==> src/rtl/onchip_memory2_arbiter.sv <==
// onchip_memory2_arbiter: two-master arbiter and burst sequencer for the
// 32K x 32 single-port on-chip RAM. Port 0 is the acquisition DMA writer and
// port 1 is the host/CPU.
// Optional feature macro: OCM_ARB_ROUND_ROBIN_EN. When it is defined, IDLE ties
// alternate between the ports. When it is undefined, port 0 wins every tie.
module onchip_memory2_arbiter #(
  parameter int BURST_MAX = 8,
  parameter int BCW       = 4
) (
  input  logic           clk,
  input  logic           reset,
  input  logic [14:0]    m0_address,
  input  logic [3:0]     m0_byteenable,
  input  logic           m0_read,
  input  logic           m0_write,
  input  logic [31:0]    m0_writedata,
  input  logic [BCW-1:0] m0_burstcount,
  output logic           m0_waitrequest,
  output logic [31:0]    m0_readdata,
  output logic           m0_readdatavalid,
  input  logic [14:0]    m1_address,
  input  logic [3:0]     m1_byteenable,
  input  logic           m1_read,
  input  logic           m1_write,
  input  logic [31:0]    m1_writedata,
  input  logic [BCW-1:0] m1_burstcount,
  output logic           m1_waitrequest,
  output logic [31:0]    m1_readdata,
  output logic           m1_readdatavalid,
  output logic [14:0]    mem_address,
  output logic [3:0]     mem_byteenable,
  output logic           mem_chipselect,
  output logic           mem_write,
  output logic [31:0]    mem_writedata,
  output logic           mem_clken,
  input  logic [31:0]    mem_readdata
);

  typedef enum logic [1:0] {IDLE, RBURST, WBURST} state_t;

  state_t         state;
  logic           owner;
  logic           last_owner;
  logic [14:0]    addr_cnt;
  logic [BCW-1:0] beats_left;
  logic [3:0]     be_lat;
  logic           rv_valid;
  logic           rv_tag;

  logic           req0, req1, any_req, tie_pick, winner, sel;
  logic           s_read, s_write;
  logic [14:0]    s_addr;
  logic [3:0]     s_be;
  logic [31:0]    s_wdata;
  logic [BCW-1:0] s_bc, bc_nz, eff_len;
  logic           cs, we, accept;
  logic [14:0]    addr;
  logic [3:0]     be;

  assign req0    = m0_read | m0_write;
  assign req1    = m1_read | m1_write;
  assign any_req = req0 | req1;

`ifdef OCM_ARB_ROUND_ROBIN_EN
  // A tie goes to whichever port did not own the previous burst.
  assign tie_pick = ~last_owner;
`else
  // Fixed priority: DMA wins every tie. last_owner is tracked but not consulted.
  logic unused_last_owner;
  assign tie_pick          = 1'b0;
  assign unused_last_owner = last_owner;
`endif

  assign winner = (req0 & req1) ? tie_pick : req1;
  // In IDLE the port being granted drives the RAM. Otherwise the burst owner does.
  assign sel    = (state == IDLE) ? winner : owner;

  assign s_read  = sel ? m1_read       : m0_read;
  assign s_write = sel ? m1_write      : m0_write;
  assign s_addr  = sel ? m1_address    : m0_address;
  assign s_be    = sel ? m1_byteenable : m0_byteenable;
  assign s_wdata = sel ? m1_writedata  : m0_writedata;
  assign s_bc    = sel ? m1_burstcount : m0_burstcount;

  // Effective burst length: a burstcount of 0 counts as 1, and longer requests
  // are clamped to BURST_MAX.
  assign bc_nz   = (s_bc == '0) ? BCW'(1) : s_bc;
  assign eff_len = (bc_nz > BCW'(BURST_MAX)) ? BCW'(BURST_MAX) : bc_nz;

  // RAM strobe generation. Reset forces the port quiet during the reset cycle.
  always_comb begin
    cs     = 1'b0;
    we     = 1'b0;
    accept = 1'b0;
    addr   = addr_cnt;
    be     = be_lat;
    if (!reset) begin
      case (state)
        IDLE: begin
          if (any_req) begin
            cs     = 1'b1;
            we     = s_write & ~s_read;
            addr   = s_addr;
            be     = s_be;
            accept = 1'b1;
          end
        end
        RBURST: cs = 1'b1;
        WBURST: begin
          if (s_write) begin
            cs     = 1'b1;
            we     = 1'b1;
            be     = s_be;
            accept = 1'b1;
          end
        end
        default: ;
      endcase
    end
  end

  assign mem_address      = addr;
  assign mem_byteenable   = be;
  assign mem_chipselect   = cs;
  assign mem_write        = we;
  assign mem_writedata    = s_wdata;
  assign mem_clken        = 1'b1;

  assign m0_waitrequest   = ~(accept & ~sel);
  assign m1_waitrequest   = ~(accept & sel);
  assign m0_readdata      = mem_readdata;
  assign m1_readdata      = mem_readdata;
  assign m0_readdatavalid = rv_valid & ~rv_tag & ~reset;
  assign m1_readdatavalid = rv_valid & rv_tag & ~reset;

  // Arbitration/burst state machine and the one-stage read-return tag pipe.
  always_ff @(posedge clk) begin
    if (reset) begin
      state      <= IDLE;
      owner      <= 1'b1;
      last_owner <= 1'b1;
      addr_cnt   <= '0;
      beats_left <= '0;
      be_lat     <= '0;
      rv_valid   <= 1'b0;
      rv_tag     <= 1'b0;
    end else begin
      rv_valid <= cs & ~we;
      rv_tag   <= sel;
      case (state)
        IDLE: begin
          if (any_req) begin
            owner      <= winner;
            last_owner <= winner;
            addr_cnt   <= s_addr + 15'd1;
            be_lat     <= s_be;
            if (eff_len > BCW'(1)) begin
              beats_left <= eff_len - BCW'(1);
              state      <= s_read ? RBURST : WBURST;
            end
          end
        end
        RBURST: begin
          addr_cnt   <= addr_cnt + 15'd1;
          beats_left <= beats_left - BCW'(1);
          if (beats_left == BCW'(1)) state <= IDLE;
        end
        WBURST: begin
          if (s_write) begin
            addr_cnt   <= addr_cnt + 15'd1;
            beats_left <= beats_left - BCW'(1);
            if (beats_left == BCW'(1)) state <= IDLE;
          end
        end
        default: state <= IDLE;
      endcase
    end
  end

endmodule

==> config.mk <==
export PLATFORM = sky130hd
export DESIGN_NAME = onchip_memory2_arbiter
export DESIGN_NICKNAME = d
export VERILOG_FILES = /design/src/rtl/onchip_memory2_arbiter.sv
export SDC_FILE = /design/constraint.sdc
export NUM_CORES = 1
export LEC_CHECK = 0
export ABC_AREA = 1
export ABC_CLOCK_PERIOD_IN_PS = 7200
export BUFFER_PORTS_ARGS = -buffer_cell sky130_fd_sc_hd__buf_2
export CAP_MARGIN = 20
export CORE_ASPECT_RATIO = 0.8
export CORE_MARGIN = 10
export CORE_UTILIZATION = 42
export DETAILED_ROUTE_END_ITERATION = 8
export HOLD_SLACK_MARGIN = 0.12
export PLACE_DENSITY = 0.88
export SLEW_MARGIN = 0
export SYNTH_ARGS = -nofsm -noshare
export SYNTH_HDL_FRONTEND = slang
export SYNTH_SLANG_ARGS = --single-unit
==> constraint.sdc <==
create_clock -name clk -period 7.2 [get_ports clk]
set_clock_uncertainty 0.15 [all_clocks]
set_input_delay 1.08 -clock clk [delete_from_list [all_inputs] [get_ports clk]]
set_output_delay 1.08 -clock clk [all_outputs]
set_load 0.005 [all_outputs]
==> impl_metrics.yaml, run 1 <==
outcome:
  status: "complete, no violations"
grt:
  antenna_found_initial: 1
  grt_pass1_vias: 3757
  overflow: 0
  grt_pass1_wl_mm: 18.4
  grt_max_degree: 61
  grt_usage: 0.174
synth:
  yosys_warnings: 0
  synthTopCellsByArea: "nand2_1 (24%), dfxtp_1 (16%), buf_4 (14%)"
  synthArstFlopShare: 0
  synthesis.nets: 761
  netlist_instances: 603
  ys_seq_area_frac: 0.161
  synth_edf_count: 0
  synth_top_cell_by_area: "nand2_1"
  yosys-top-cells-count: "nand2_1 (221), buf_4 (66), nand3_1 (61)"
  ys.flop_type: "dfxtp_1"
  yosysUniqueCellTypes: 38
  syn_area_sq_um: 3490
  ys_ff_latch: 28
  avgSynthCellArea_sq_um: 5.78
  synth_top_cell_area_share: 0.238
  synth.most_common_cell: "nand2_1"
power_and_ir_drop:
  p_int_uw: 684
  p_leak_uw: 0.00233
  p_switching_uw: 838
  seqPwrFrac: 0.180
  pwr-share-clk: 0.056
  power_uw: 1520
  swShare: 0.551
  pwr-share-comb: 0.764
  ir_worst_vdd_mv: 0.144
  power.density_nw_per_um2: 386
final_layout:
  fin_nets: 852
  fin_util: 0.491
  final_cell_area_sq_um: 3940
  drive_above_1_share: 0.301
  syn_to_final_growth_pct: 12.9
  n_antenna_cell: 0
  fill_cells: 868
cts:
  root_buffer: "clkbuf_8"
  clkSinkCount: 28
  cts-buffers-inserted: 3
  clkLatencyLatePin_ps: 270
  cts_resized: 0
  cts_tree: "yes"
  cts_setup_buffers: 0
  h-tree-depth: 1
  cts.path.max_buffers: 2
  clkTransAtPathRegs_ps: 90
  holdBufCountCts: 0
min_path:
  min_to: "addr_cnt[1]"
  hold_path_class: "reg2reg"
  min_from: "addr_cnt[1]"
  hold_depth: 2
sta:
  slew_violations: 0
  hold_ws_ps: 342
  min_period_over_period: 0.641
  max-slew-margin-rel: 0.479
  timing.fmax_mhz: 217
  max_slew.worst_pin.slew_ps: 781
  finalSetupViolCount: 0
  finalHoldViolations: 0
  setup_tns_ps: 0
  rsz0062_at_grt: "false"
  post-route-min-period_ps: 4620
floorplan:
  start_util: 0.435
  die_x_microns: 122
  coreArea_sq_um: 8020
  boundaryPins: 270
  die_height_microns: 102
  fp.dieArea_sq_um: 12400
  row_count: 29
routing:
  drc: 0
  drtPass1Iterations: 5
  via_per_inst: 4.81
  wl_mm: 11.2
  ant_nets: 0
  vias: 3845
  routedWlPerCell_microns: 14.0
  drt_iter0_drc: 243
worst_setup_path:
  crit_path_end_kind: "primary output"
  worst-r2r-cell-count: 16
  worstPathMaxFanout: 60
  slowest_stage: "nand2_4"
  critPathLaunchType: "primary input"
  path_class: "in2out"
  required_ps: 5970
  rr_endpoint: "state[0]"
  max_stage_delay_ps: 620
  arrival_ps: 3390
  regToRegSetupSlack_ps: 3430
  worstPathCellList: "buf_2, nor2_2, nand3_2, nand2_4, o21ai_1, o21ai_1, nor2_1, or3_1, inv_1, buf_2"
  timing.rr.start: "state[1]"
flow_run:
  drv_cap: 0
place:
  dp_hpwl_mm: 9.00
  gp_congestion: 0.837
  placed_area_sq_um: 3900
  io_buffers: 172
[how the worst max path moves through the flow]
| stage | from | cells past startpoint | slack (ps) | to |
|---|---|---|---|---|
| final | m0_write | 10 | 2580 | mem_chipselect |
| after global routing | m0_write | 10 | 2300 | mem_chipselect |
| after CTS | m0_write | 10 | 2560 | mem_chipselect |
| after detailed placement | m0_write | 10 | 2570 | mem_chipselect |
| after global placement | m0_write | 10 | 2620 | mem_chipselect |
| after floorplan | m1_read | 10 | 3690 | mem_address[10] |
[routing by layer]
layer	vias up	GRT usage	share of wire
li1	2014	-	-
met3	14	0.0678	0.11
met2	152	0.283	0.46
met4	0	0.0329	0.0081
met5	-	0	0
met1	1665	0.214	0.43
[power groups by stage]
| stage | clock (uW) | combinational, uW | sequential, uW |
|---|---|---|---|
| CTS | 88.3 | 1170 | 272 |
| finish | 85.5 | 1160 | 274 |
| global placement | 0 | 1150 | 274 |
| floorplan | 0 | 856 | 265 |
| global route | 94.1 | 1330 | 283 |
| detailed placement | 0 | 1160 | 275 |
[through the flow]
stage | setup slack, ps | std cells
floorplan | 3690 | 603
global placement | 2620 | 797
detailed placement | 2570 | 797
CTS | 2560 | 800
global route | 2300 | 800
finish | 2580 | 800
[placed cells by master (no fill, tap or decap), types with 7 or more instances in the layout]
master / synthesis / final
nand3b_1: 7 / 7
nand3_1: 61 / 61
o21ai_1: 7 / 7
inv_1: 58 / 58
a21oi_1: 16 / 16
nor2_1: 17 / 17
nand2_1: 221 / 221
ha_1: 10 / 10
buf_2: 7 / 172
dfxtp_1: 28 / 28
nand2_2: 9 / 9
o21ai_0: 25 / 25
[layout make-up]
class | count | area [sq um] | share of cell area
clock buffer | 3 | 41.3 | 0.0105
sequential | 28 | 561 | 0.142
inverter | 61 | 229 | 0.0581
multi-input combinational | 426 | 2100 | 0.532
timing repair buffer | 174 | 876 | 0.222
tap | 108 | 135 | 0.0343
[registers in the layout, summed over array words and instances (netlist names)]
name        cells
be_lat          4
beats_left      4
state           2
rv_valid        1
owner           1
addr_cnt       15
rv_tag          1
[kinds of logic (layout without fill, tap and decap cells)]
group	Yosys count	count (layout)	synth area share
flip-flops	28	28	0.161
buffers and inverters	149	238	0.238
other	1	1	0.00108
adder cells (fa/ha/maj)	10	10	0.0359
AO/OA/AOI/OAI	63	63	0.101
AND/OR/NAND/NOR	344	344	0.442
XOR/XNOR	4	4	0.0100
multiplexers	4	4	0.0115
[critical path: cells and delay by family]
kind            cells  cell delay [ps]
simple gates        5             1460
compound gates      2              550
buf+inv             3              290
Note: power is estimated with default switching activity, not from simulation.
==> inputs of run 2 (changes only) <==
--- a/config.mk
+++ b/config.mk
@@ -6,15 +6,15 @@
 export NUM_CORES = 1
 export LEC_CHECK = 0
 export ABC_AREA = 1
-export ABC_CLOCK_PERIOD_IN_PS = 7200
+export ABC_CLOCK_PERIOD_IN_PS = 3940
 export BUFFER_PORTS_ARGS = -buffer_cell sky130_fd_sc_hd__buf_2
 export CAP_MARGIN = 20
 export CORE_ASPECT_RATIO = 0.8
 export CORE_MARGIN = 10
-export CORE_UTILIZATION = 42
+export CORE_UTILIZATION = 37
 export DETAILED_ROUTE_END_ITERATION = 8
 export HOLD_SLACK_MARGIN = 0.12
-export PLACE_DENSITY = 0.88
+export PLACE_DENSITY = 0.83
 export SLEW_MARGIN = 0
 export SYNTH_ARGS = -nofsm -noshare
 export SYNTH_HDL_FRONTEND = slang
==> constraint.sdc (replaced) <==
create_clock -name clk -period 3.94 [get_ports clk]
set_clock_uncertainty 0.15 [all_clocks]
set_input_delay 0.591 -clock clk [delete_from_list [all_inputs] [get_ports clk]]
set_output_delay 0.591 -clock clk [all_outputs]
set_load 0.005 [all_outputs]
==> impl_metrics.yaml, run 2 (synthesized netlist as in run 1, its figures left out) <==
outcome:
  status: "complete, no violations"
power_and_ir_drop:
  power.density_nw_per_um2: 740
  swShare: 0.532
  pwr-share-clk: 0.102
  p_leak_uw: 0.00238
  p_int_uw: 1400
  pwr-share-comb: 0.729
  ir_worst_vdd_mv: 0.318
  seqPwrFrac: 0.169
  p_switching_uw: 1590
cts:
  cts.path.max_buffers: 2
  cts-buffers-inserted: 3
  h-tree-depth: 1
  cts_tree: "yes"
  cts_setup_buffers: 0
  clkSinkCount: 28
  holdBufCountCts: 0
  root_buffer: "clkbuf_16"
  clkTransAtPathRegs_ps: 70
  clkLatencyLatePin_ps: 270
grt:
  overflow: 0
  grt_usage: 0.159
  grt_max_degree: 39
  antenna_found_initial: 0
  grt_pass1_wl_mm: 18.5
  grt_pass1_vias: 3685
final_layout:
  fin_util: 0.444
  fin_nets: 856
  n_antenna_cell: 0
  register_area_sq_um: 561
  drive_above_1_share: 0.307
  largestRegisters: "addr_cnt (15), be_lat (4), beats_left (4)"
  fill_cells: 990
  final_cell_mix: "nand2_1 (221), buf_2 (172), nand3_1 (61)"
  fin_cells: 812
  final_common_cell: "nand2_1"
  syn_to_final_growth_pct: 16.1
  largest-register: "addr_cnt"
  largest_register_ffs: 15
  multi_input_area_sq_um: 2100
flow_run:
  drv_cap: 0
place:
  dp_hpwl_mm: 9.56
  io_buffers: 172
  gp_congestion: 0.852
  pre_cts_ws_ps: 19.0
  dpl.cell_count: 808
worst_setup_path:
  regToRegSetupSlack_ps: 520
  required_ps: 3200
  max_stage_delay_ps: 420
  worstPathMaxFanout: 23
  path_class: "reg2out"
  critPathLaunchType: "flop"
  rr_endpoint: "state[0]"
  cp-startpoint: "state[0]"
  worstPathCellList: "inv_1, ha_1, inv_2, nand2_4, nand2_4, o21ai_1, o21ai_1, nor2_1, or3_1, inv_1, buf_2"
  cp_top_family: "simple AND/OR/NAND/NOR gates"
  worst-r2r-cell-count: 17
  arrival_ps: 2730
  slowest_stage: "dfxtp_1"
  path_buf_inv: 4
  crit_path_end_kind: "primary output"
  timing.rr.start: "state[0]"
sta:
  timing.fmax_mhz: 288
  rsz0062_at_grt: "false"
  finalHoldViolations: 0
  post-route-min-period_ps: 3480
  max-slew-margin-rel: 0.593
  setup_tns_ps: 0
  slew_violations: 0
  finalSetupViolCount: 0
  setup_ws_ps: 465
  min_period_over_period: 0.882
  max_slew.worst_pin.slew_ps: 610
floorplan:
  die_x_microns: 129
  coreArea_sq_um: 9110
  fp.dieArea_sq_um: 13700
  die_height_microns: 107
  row_count: 31
  boundaryPins: 270
  start_util: 0.383
min_path:
  min_from: "addr_cnt[0]"
  min_to: "addr_cnt[0]"
  hold_depth: 2
  hold_path_class: "reg2reg"
routing:
  ant_nets: 0
  vias: 3894
  drtPass1Iterations: 5
  routed.top_layer: "met4"
  wl_mm: 11.9
  via_per_inst: 4.80
  dr_wl_met3_mm: 1.25
  wl_met2_mm: 5.22
  drt_iter0_drc: 286
  met1Wirelength_mm: 5.26
  routedWlPerCell_microns: 14.7
  drc: 0
run 2: cell count changes in the layout (fill, tap and decap cells not counted):
cell       before  now
nor2_1         17   16
nor2_4          3    4
clkbuf_8        3    0
buf_4           2    6
clkbuf_16       0    3
bufinv_16       0    1
run 2: worst max path at each step:
| stage | slack (ps) | end | depth (start not counted) |
|---|---|---|---|
| floorplan | 1030 | state[0] | 14 |
| global placement | 160 | mem_address[14] | 10 |
| detailed placement | 20 | mem_address[14] | 10 |
| CTS | 210 | mem_address[14] | 9 |
| global route | 240 | state[0] | 18 |
| finish | 460 | mem_chipselect | 11 |
run 2: power groups by stage:
stage | Clock (uW) | Sequential (uW) | Combinational (uW)
4_1_cts | 313 | 504 | 2190
3_3_place_gp | 0 | 509 | 2150
2_1_floorplan | 0 | 484 | 1560
6_report | 307 | 506 | 2180
3_5_place_dp | 0 | 508 | 2170
5_1_grt | 321 | 523 | 2460
run 2: metal layers:
layer / global-route usage / vias up
li1: - / 2028
met1: 0.204 / 1655
met2: 0.247 / 183
met3: 0.0547 / 28
met4: 0.0444 / 0
met5: 0 / -
run 2: repair_timing:
item	in CTS	in global routing
endpoints found under the setup margin	12	1
pin swaps	0	0
gates resized for setup	1	1
run 2: per-stage QoR:
| step | hold WS [ps] | total power [uW] | area [sq um] |
|---|---|---|---|
| 2_1_floorplan | 286 | 2050 | 3490 |
| 3_3_place_gp | 311 | 2660 | 3940 |
| 3_5_place_dp | 316 | 2670 | 3940 |
| 4_1_cts | 326 | 3000 | 4040 |
| 5_1_grt | 365 | 3310 | 4050 |
| 6_report | 332 | 2990 | 4050 |
run 2: area by class of cell:
type	count	area share
multi-input cells	426	0.520
clock buffers	3	0.0185
repair buffers	178	0.224
clock inverters	1	0.00742
well taps	115	0.0355
inverters	61	0.0566
flip-flops and latches	28	0.138
run 2: tightest hold or removal path, cell delays in order (launching register included):
cell,delay (ps)
dfxtp_1,310
inv_1,70
a21oi_1,60
